===== config.mk =====
export PLATFORM = sky130hd
export DESIGN_NAME = ikbd_host_acia
export DESIGN_NICKNAME = d
export VERILOG_FILES = /design/src/rtl/ikbd_host_acia.sv
export SDC_FILE = /design/constraint.sdc
export NUM_CORES = 1
export LEC_CHECK = 0
export ABC_AREA = 1
export BUFFER_PORTS_ARGS = -buffer_cell sky130_fd_sc_hd__buf_2
export CAP_MARGIN = 20
export CORE_ASPECT_RATIO = 1.2
export CORE_UTILIZATION = 30
export CTS_CLUSTER_SIZE = 24
export DETAILED_ROUTE_END_ITERATION = 12
export RECOVER_POWER = 25
export SYNTH_ARGS = -nofsm -noshare
export SYNTH_HDL_FRONTEND = slang
export SYNTH_SLANG_ARGS = --single-unit

===== constraint.sdc =====
create_clock -name CLKx2 -period 2.1 [get_ports CLKx2]
set_input_delay 0.21 -clock CLKx2 [delete_from_list [all_inputs] [get_ports CLKx2]]
set_output_delay 0.21 -clock CLKx2 [all_outputs]
set_load 0.02 [all_outputs]

===== src/rtl/ikbd_host_acia.sv =====
// ikbd_host_acia
// Host (Atari ST) side of the IKBD serial link. This is a subset of the
// MC6850 ACIA that exchanges 8N1 frames with the keyboard MCU's SCI at a
// fixed bit period of CLKS_PER_BIT clocks.
//
// Ports
//   CLKx2  : clock. All state changes on its rising edge.
//   RST    : synchronous reset, active-high.
//   cs     : register select enable.
//   rs     : register select. 0 = CR (write) / SR (read), 1 = TDR (write) / RDR (read).
//   wr     : write strobe, qualified by cs.
//   rd     : one-cycle read strobe. It only qualifies read side effects.
//   din    : write data.
//   dout   : read data. Combinational from rs: SR when rs=0, RDR when rs=1.
//   irq    : interrupt request, active-high.
//   rx     : serial input from the MCU tx pin (idles high).
//   tx     : registered serial output to the MCU rx pin (idles high).
//
// SR layout: {irq, 0, OVRN, FE, 0, 0, TDRE, RDRF}.
// CR[1:0] == 2'b11 is master reset. CR[6:5] == 2'b01 enables the transmit
// interrupt. CR[7] enables the receive interrupt.

module ikbd_host_acia #(
    parameter int CLKS_PER_BIT = 256
) (
    input  logic       CLKx2,
    input  logic       RST,
    input  logic       cs,
    input  logic       rs,
    input  logic       wr,
    input  logic       rd,
    input  logic [7:0] din,
    output logic [7:0] dout,
    output logic       irq,
    input  logic       rx,
    output logic       tx
);

    localparam int          SYNC_STAGES = 2;
    localparam logic [15:0] BIT_LAST    = 16'(CLKS_PER_BIT - 1);
    localparam logic [15:0] HALF_LAST   = 16'(CLKS_PER_BIT / 2 - 1);

    typedef enum logic [1:0] {
        ST_IDLE  = 2'd0,
        ST_START = 2'd1,
        ST_DATA  = 2'd2,
        ST_STOP  = 2'd3
    } ser_state_t;

    // Register file and status flags
    logic [7:0]  cr_reg,   cr_next;
    logic [7:0]  tdr_reg,  tdr_next;
    logic [7:0]  rdr_reg,  rdr_next;
    logic        rdrf_reg, rdrf_next;
    logic        tdre_reg, tdre_next;
    logic        fe_reg,   fe_next;
    logic        ovrn_reg, ovrn_next;

    // Transmitter
    ser_state_t  tx_state_reg, tx_state_next;
    logic [15:0] tx_cnt_reg,   tx_cnt_next;
    logic [7:0]  tx_shift_reg, tx_shift_next;
    logic [2:0]  tx_bit_reg,   tx_bit_next;
    logic        tx_reg,       tx_next;

    // Receiver
    logic [SYNC_STAGES-1:0] rx_pipe_reg;
    logic        rx_sync;
    logic        rx_prev_reg;
    ser_state_t  rx_state_reg, rx_state_next;
    logic [15:0] rx_cnt_reg,   rx_cnt_next;
    logic [7:0]  rx_shift_reg, rx_shift_next;
    logic [2:0]  rx_bit_reg,   rx_bit_next;

    logic master_rst;
    logic wr_cr;
    logic wr_tdr;
    logic rd_rdr;
    logic rx_fall;

    // CR[4:2] is the 6850 word-select field. The frame format here is
    // fixed at 8N1, so these bits are stored but have no effect.
    logic unused_cr_bits;
    assign unused_cr_bits = ^cr_reg[4:2];

    assign master_rst = (cr_reg[1:0] == 2'b11);
    assign wr_cr      = cs & wr & ~rs;
    assign wr_tdr     = cs & wr & rs;
    assign rd_rdr     = cs & rd & rs;

    // Two-stage rx synchroniser. Stage 0 takes the pin and each later
    // stage takes the one before it.
    generate
        for (genvar gi = 0; gi < SYNC_STAGES; gi++) begin : g_rx_sync
            always_ff @(posedge CLKx2) begin
                if (RST) begin
                    rx_pipe_reg[gi] <= 1'b1;
                end else if (gi == 0) begin
                    rx_pipe_reg[gi] <= rx;
                end else begin
                    rx_pipe_reg[gi] <= rx_pipe_reg[(gi == 0) ? 0 : gi - 1];
                end
            end
        end
    endgenerate

    assign rx_sync = rx_pipe_reg[SYNC_STAGES-1];
    assign rx_fall = rx_prev_reg & ~rx_sync;

    // State registers
    always_ff @(posedge CLKx2) begin
        if (RST) begin
            cr_reg       <= 8'h03;
            tdr_reg      <= 8'h00;
            rdr_reg      <= 8'h00;
            rdrf_reg     <= 1'b0;
            tdre_reg     <= 1'b0;
            fe_reg       <= 1'b0;
            ovrn_reg     <= 1'b0;
            tx_state_reg <= ST_IDLE;
            tx_cnt_reg   <= 16'd0;
            tx_shift_reg <= 8'h00;
            tx_bit_reg   <= 3'd0;
            tx_reg       <= 1'b1;
            rx_prev_reg  <= 1'b1;
            rx_state_reg <= ST_IDLE;
            rx_cnt_reg   <= 16'd0;
            rx_shift_reg <= 8'h00;
            rx_bit_reg   <= 3'd0;
        end else begin
            cr_reg       <= cr_next;
            tdr_reg      <= tdr_next;
            rdr_reg      <= rdr_next;
            rdrf_reg     <= rdrf_next;
            tdre_reg     <= tdre_next;
            fe_reg       <= fe_next;
            ovrn_reg     <= ovrn_next;
            tx_state_reg <= tx_state_next;
            tx_cnt_reg   <= tx_cnt_next;
            tx_shift_reg <= tx_shift_next;
            tx_bit_reg   <= tx_bit_next;
            tx_reg       <= tx_next;
            rx_prev_reg  <= rx_sync;
            rx_state_reg <= rx_state_next;
            rx_cnt_reg   <= rx_cnt_next;
            rx_shift_reg <= rx_shift_next;
            rx_bit_reg   <= rx_bit_next;
        end
    end

    // Next-state logic. The statements are ordered so that a later
    // assignment wins: a read clears the flags first, a completing frame
    // then sets them again, and master reset overrides everything except
    // the CR write itself.
    always_comb begin
        cr_next       = cr_reg;
        tdr_next      = tdr_reg;
        rdr_next      = rdr_reg;
        rdrf_next     = rdrf_reg;
        tdre_next     = tdre_reg;
        fe_next       = fe_reg;
        ovrn_next     = ovrn_reg;
        tx_state_next = tx_state_reg;
        tx_cnt_next   = tx_cnt_reg;
        tx_shift_next = tx_shift_reg;
        tx_bit_next   = tx_bit_reg;
        tx_next       = tx_reg;
        rx_state_next = rx_state_reg;
        rx_cnt_next   = rx_cnt_reg;
        rx_shift_next = rx_shift_reg;
        rx_bit_next   = rx_bit_reg;

        if (rd_rdr) begin
            rdrf_next = 1'b0;
            fe_next   = 1'b0;
            ovrn_next = 1'b0;
        end

        // Transmit FSM. The start bit is driven on the same edge that
        // consumes TDR, so each state spans exactly CLKS_PER_BIT clocks.
        case (tx_state_reg)
            ST_IDLE: begin
                if (!tdre_reg) begin
                    tx_shift_next = tdr_reg;
                    tdre_next     = 1'b1;
                    tx_next       = 1'b0;
                    tx_cnt_next   = 16'd0;
                    tx_state_next = ST_START;
                end
            end
            ST_START: begin
                if (tx_cnt_reg == BIT_LAST) begin
                    tx_cnt_next   = 16'd0;
                    tx_next       = tx_shift_reg[0];
                    tx_shift_next = {1'b0, tx_shift_reg[7:1]};
                    tx_bit_next   = 3'd0;
                    tx_state_next = ST_DATA;
                end else begin
                    tx_cnt_next = tx_cnt_reg + 16'd1;
                end
            end
            ST_DATA: begin
                if (tx_cnt_reg == BIT_LAST) begin
                    tx_cnt_next = 16'd0;
                    if (tx_bit_reg == 3'd7) begin
                        tx_next       = 1'b1;
                        tx_state_next = ST_STOP;
                    end else begin
                        tx_next       = tx_shift_reg[0];
                        tx_shift_next = {1'b0, tx_shift_reg[7:1]};
                        tx_bit_next   = tx_bit_reg + 3'd1;
                    end
                end else begin
                    tx_cnt_next = tx_cnt_reg + 16'd1;
                end
            end
            ST_STOP: begin
                if (tx_cnt_reg == BIT_LAST) begin
                    tx_cnt_next = 16'd0;
                    if (!tdre_reg) begin
                        // Pending byte: the next start bit follows the stop
                        // bit with no idle gap.
                        tx_shift_next = tdr_reg;
                        tdre_next     = 1'b1;
                        tx_next       = 1'b0;
                        tx_state_next = ST_START;
                    end else begin
                        tx_state_next = ST_IDLE;
                    end
                end else begin
                    tx_cnt_next = tx_cnt_reg + 16'd1;
                end
            end
            default: tx_state_next = ST_IDLE;
        endcase

        // A TDR write on the load edge leaves the new byte pending. The
        // byte that was just loaded is the old one.
        if (wr_tdr) begin
            tdr_next  = din;
            tdre_next = 1'b0;
        end

        // Receive FSM. Check the start bit at mid-bit, then sample each bit
        // one bit period apart.
        case (rx_state_reg)
            ST_IDLE: begin
                if (rx_fall) begin
                    rx_cnt_next   = 16'd0;
                    rx_state_next = ST_START;
                end
            end
            ST_START: begin
                if (rx_cnt_reg == HALF_LAST) begin
                    rx_cnt_next = 16'd0;
                    if (rx_sync) begin
                        rx_state_next = ST_IDLE;  // glitch, not a start bit
                    end else begin
                        rx_bit_next   = 3'd0;
                        rx_state_next = ST_DATA;
                    end
                end else begin
                    rx_cnt_next = rx_cnt_reg + 16'd1;
                end
            end
            ST_DATA: begin
                if (rx_cnt_reg == BIT_LAST) begin
                    rx_cnt_next   = 16'd0;
                    rx_shift_next = {rx_sync, rx_shift_reg[7:1]};
                    if (rx_bit_reg == 3'd7) begin
                        rx_state_next = ST_STOP;
                    end else begin
                        rx_bit_next = rx_bit_reg + 3'd1;
                    end
                end else begin
                    rx_cnt_next = rx_cnt_reg + 16'd1;
                end
            end
            ST_STOP: begin
                if (rx_cnt_reg == BIT_LAST) begin
                    rx_cnt_next   = 16'd0;
                    rx_state_next = ST_IDLE;
                    // A read on this same edge frees RDR for the new byte.
                    if (rdrf_reg && !rd_rdr) begin
                        ovrn_next = 1'b1;
                    end else begin
                        rdr_next  = rx_shift_reg;
                        rdrf_next = 1'b1;
                    end
                    if (!rx_sync) begin
                        fe_next = 1'b1;
                    end
                end else begin
                    rx_cnt_next = rx_cnt_reg + 16'd1;
                end
            end
            default: rx_state_next = ST_IDLE;
        endcase

        if (master_rst) begin
            tdr_next      = tdr_reg;  // TDR writes are ignored
            rdrf_next     = 1'b0;
            tdre_next     = 1'b0;
            fe_next       = 1'b0;
            ovrn_next     = 1'b0;
            tx_state_next = ST_IDLE;
            tx_cnt_next   = 16'd0;
            tx_bit_next   = 3'd0;
            tx_next       = 1'b1;
            rx_state_next = ST_IDLE;
            rx_cnt_next   = 16'd0;
            rx_bit_next   = 3'd0;
        end

        if (wr_cr) begin
            cr_next = din;
            // Leaving master reset makes the transmitter ready.
            if (master_rst && (din[1:0] != 2'b11)) begin
                tdre_next = 1'b1;
            end
        end
    end

    assign irq  = ~master_rst &
                  ((cr_reg[7] & (rdrf_reg | ovrn_reg)) |
                   ((cr_reg[6:5] == 2'b01) & tdre_reg));
    assign dout = rs ? rdr_reg
                     : {irq, 1'b0, ovrn_reg, fe_reg, 2'b00, tdre_reg, rdrf_reg};
    assign tx   = tx_reg;

endmodule


Word-level counts from Yosys, hierarchy flattened

Index checks and enable logic that the tools add are counted.
Widths: inputs -> output; s select.

Bits in registers: 90
Output and inout port bits: 10
Word-level logic and storage cells: 145

Add/subtract/negate cells: 4
Equal/unequal tests: 27
Multiplexer cells: 61
Bitwise gates (word level): 15
Reduce and logical (&&, ||, !) cells: 19

Operator list:

| operator              | count |
|---|---|
| $mux 16               | 5 |
| $mux 8                | 6 |
| $pmux 16 s3           | 1 |
| $add 16x1->16 const B | 2 |
| $eq 16x8->1 const B   | 2 |
| $pmux 16 s2           | 1 |
| $pmux 8 s4            | 1 |
| $ne 2x2->1 const B    | 14 |
| $mux 1                | 23 |
| $mux 2                | 11 |
| $mux 3                | 7 |
| $eq 16x7->1 const B   | 1 |
| $pmux 2 s4            | 2 |
| $reduce_and 5->1      | 3 |
| $pmux 3 s2            | 2 |
| $eq 2x2->1 const B    | 5 |
| $and 1x1->1           | 9 |
| $reduce_and 4->1      | 2 |
| $add 3x1->3 const B   | 2 |
| $eq 2x1->1 const B    | 3 |
| $eq 3x3->1 const B    | 2 |
| $reduce_and 3->1      | 2 |
| $logic_not 2->1       | 2 |
| $not 1->1             | 4 |
| 9 further kinds       | 14 |

Depth between registers and ports, before layout

Depth after elaboration: 7
Mapped depth: 11
Gate-level depth less buffers: 11

Worst setup path before layout

OpenSTA, ideal clock, no wires.

Kind: register to register
Start: register tx_state_reg[0]
End: register tx_reg (netlist: tx)
Setup time: 0.117 ns
Data arrival time: 1.500 ns
Required time: 1.983 ns
Setup slack: 0.483 ns
Cell stages (with the launch flop): 9
Clock period less this slack: 1.617 ns
Cell sequence: dfxtp_1 > inv_1 > ha_1 > or2_2 > o21ai_2 > buf_6 > nand2_1 > a21oi_1 > nand2_1

Cells in the longest elaborated chain, start to end: 3
Elaborated cells on any way between the ends: 9

Ends and longest elaborated chain:

| what                                            | RTL line | RTL |
|---|---|---|
| start: declaration                              | 60       | `ser_state_t tx_state_reg, tx_state_next;` |
| start signal: assignment                        | 138      | `tx_state_reg <= tx_state_next;` |
| $eq 2x1->1 / $eq 2x2->1 (equally long branches) | 181      | `case (tx_state_reg)` |
| $ne 2x2->1 (no line)                            | n/a      |  |
| $reduce_and 3->1 (no line)                      | n/a      |  |
| end signal: assignment                          | 142      | `tx_reg <= tx_next;` |
| end: declaration                                | 64       | `logic tx_reg, tx_next;` |

Several ways; a longest one is shown, not always the timed one.
A chain may end at the register's enable or synchronous reset.

Final worst setup path

Start: register tx_state_reg[0]
End: register tx_shift_reg[2]

Cells in the longest elaborated chain, start to end: 3
Elaborated cells on any way between the ends: 10

Ends and longest elaborated chain:

| what                                            | RTL line | RTL |
|---|---|---|
| $eq 2x2->1 / $eq 2x1->1 (equally long branches) | 181      |  |
| $ne 2x2->1 (no line)                            | n/a      |  |
| $reduce_and 4->1 (no line)                      | n/a      |  |
| end signal: assignment                          | 140      | `tx_shift_reg <= tx_shift_next;` |
| end: declaration                                | 62       | `logic [7:0] tx_shift_reg, tx_shift_next;` |

Several ways; a longest one is shown, not always the timed one.

==> summary.txt <==
Slowest-stage cell, CP -> dfxtp_1
Routed WL -> 9450 µm
Cells after Synth -> 642
R2R depth -> 7
Final hold vios -> 0
RSZ-0062 raised after global routing -> no
I/O pins -> 25
Worst Path Arrival -> 2.04 ns
Setup TNS -> 0 ns
# DRC -> 0
Register area share after synthesis -> 40.3%
Crit path buffers/inverters -> 1
Hold crit path type -> input pin to flip-flop
CP cell instances -> inv_1 > ha_1 > or2_2 > o21ai_2 > nand3_2 > nand2_1 > a21oi_1
Die X -> 112 µm
Status -> finished, final reports clean
WHS Path Cells -> 2
Critical Path RT -> 2.30 ns
Gpl congestion -> 0.782
Highest clock rate -> 0.543 GHz
Share of the core filled with cells -> 35.5%
Crit. path cell count -> 7
Synthesized cell area -> 4330 µm²
CTS sink cnt -> 87
Synth Net Count -> 668
Htree depth -> 3
Slowest stage delay, CP -> 0.40 ns
Count of unique library cells instantiated by Yosys -> 34
Startpoint types -> flip-flop
Commonest non-fill, non-tap cell in the layout -> nand2_1
Skew final -> 0.00712 ns
Family with the most delay on the worst path -> simple AND/OR/NAND/NOR gates
DR WL/cell -> 11.2 µm
Register bit total from synthesis -> 87
Post CTS Setup Buffer Count -> 0
Die Height -> 134 µm
Worst slew pin tran -> 0.690 ns
Fraction of layout cells with a size suffix above 1 -> 10.5%
DP HPWL -> 6810 µm
Initial drt markers -> 106
Cts bufs inserted -> 9
Initial antenna violation count -> 0
CTS tree -> built
Final Max Slew Viols -> 0
Final setup viols -> 0
Clk slew on worst S/H paths -> 0.07 ns
Max-Cap Viols -> 0
Worst IR Drop VDD -> 374 µV
Die Area -> 14900 µm²
Relative slew slack -> 54.0%
Global-route wire length before repair -> 16600 µm
Detail Route Antenna Nets -> 0
Critical path type -> flip-flop to flip-flop
Syn_area_per_cell -> 6.74 µm²
Tot GR Track Use -> 13.5%
Vias -> 3966
Worst setup EP type -> flip-flop
CTS resizes -> 0
Power per cell area -> 717 nW/µm²
CTS Root Buffer Type -> clkbuf_16
# diodes -> 0
Ys Warns -> 0
Syn-to-layout area delta -> 14.3%
Longest Clk Path Bufs -> 2
Placed Area -> 4650 µm²
Most frequent cells in the layout -> 206 x nand2_1, 87 x dfxtp_1, 63 x inv_1
Nets -> 695
CP max FO -> 9
Drt pass-1 iters -> 4
Vias in the first global route -> 3721
Total grt overflow -> 0
Final worst path period share -> 87.8%
Fin crit period -> 1.84 ns
Vias per cell -> 4.69
Core area -> 13900 µm²
Total leakage power -> 0.00199 µW
Post-route cell area -> 4940 µm²
Pin count of the biggest net entering global routing -> 18
Skew-Pair Late Insertion Delay -> 0.34 ns
CTS Hold Buffers Added -> 0
Num rows -> 47
Initial core utilization -> 31.0%
Port Buffers -> 24
[final timing paths]
check | slack, ns | end | from
setup / recovery | 0.26 | tx_shift_reg[2] | tx_state_reg[0]
hold / removal | 0.05 | rx_pipe_reg[0] | rx
setup reg to reg | 0.26 | tx_shift_reg[2] | tx_state_reg[0]
hold reg to reg | 0.41 | rx_sync | rx_pipe_reg[0]
[cell type report]
cell class,count,area [µm²]
clock buffers,9,225
inverters,70,264
well taps,171,214
fillers,1473,8990
multi-input cells,469,2250
repair buffers,32,165
clock inverters,7,81.3
flip-flops and latches,87,1740
[per-layer routing]
| metal | part of all wire, % | vias up | track usage [%] |
|---|---|---|---|
| met5 | 0 | - | 0 |
| met4 | 0.72 | 0 | 4.43 |
| met3 | 2.9 | 6 | 3.18 |
| met2 | 48 | 52 | 23.0 |
| met1 | 48 | 1785 | 16.7 |
| li1 | - | 2123 | - |
[per-stage QoR]
stage | hold slack (ns) | setup WS [ns] | total power [µW] | cells
after global routing | 0.0478 | 0.0715 | 3710 | 845
after global placement | 0.394 | 0.0746 | 1970 | 829
final | 0.0527 | 0.257 | 3540 | 845
after detailed placement | 0.398 | 0.0938 | 1970 | 829
after CTS | 0.0354 | 0.0765 | 3600 | 845
after floorplan | 0.314 | 0.483 | 1890 | 642
[report_power, final]
| group | switching, µW | internal (µW) |
|---|---|---|
| clock | 684 | 934 |
| sequential | 13.2 | 1670 |
| combinational | 167 | 72.2 |
| total | 864 | 2680 |
[cells in the mapped netlist (all sizes together)]
library cell  instances  share of area [%]
nand2               213                 19
dfxtp                87                 40
inv                  69                6.0
nor2                 65                6.2
a21oi                61                7.1
nand3                37                4.7
o21ai                33                3.9
nand4                14                2.0
ha                   11                3.2
nor3                 11                1.6
buf                   9                1.1
clkbuf                7               0.61
or2                   6               0.87
o21bai                4               0.69
a31oi                 3               0.43
xnor2                 3               0.61
xor2                  3               0.61
a211oi                2               0.35
clkinv                1               0.12
nand3b                1               0.17
o21a                  1               0.17
o31ai                 1               0.17
[worst reg2reg max path, stage by stage (launching register included)]
cell and delay (ns):
dfxtp_1 0.40, inv_1 0.12, ha_1 0.24, or2_2 0.33, o21ai_2 0.21, nand3_2 0.22
nand2_1 0.12, a21oi_1 0.06
[logic make-up after synthesis]
family,after synthesis,share of synthesized area (%)
simple gates,347,34.7
compound gates,105,12.8
flops,87,40.3
buf+inv,86,7.84
fa+ha+maj,11,3.18
xor+xnor,6,1.21
No activity file was read; power rests on OpenSTA's default activity.
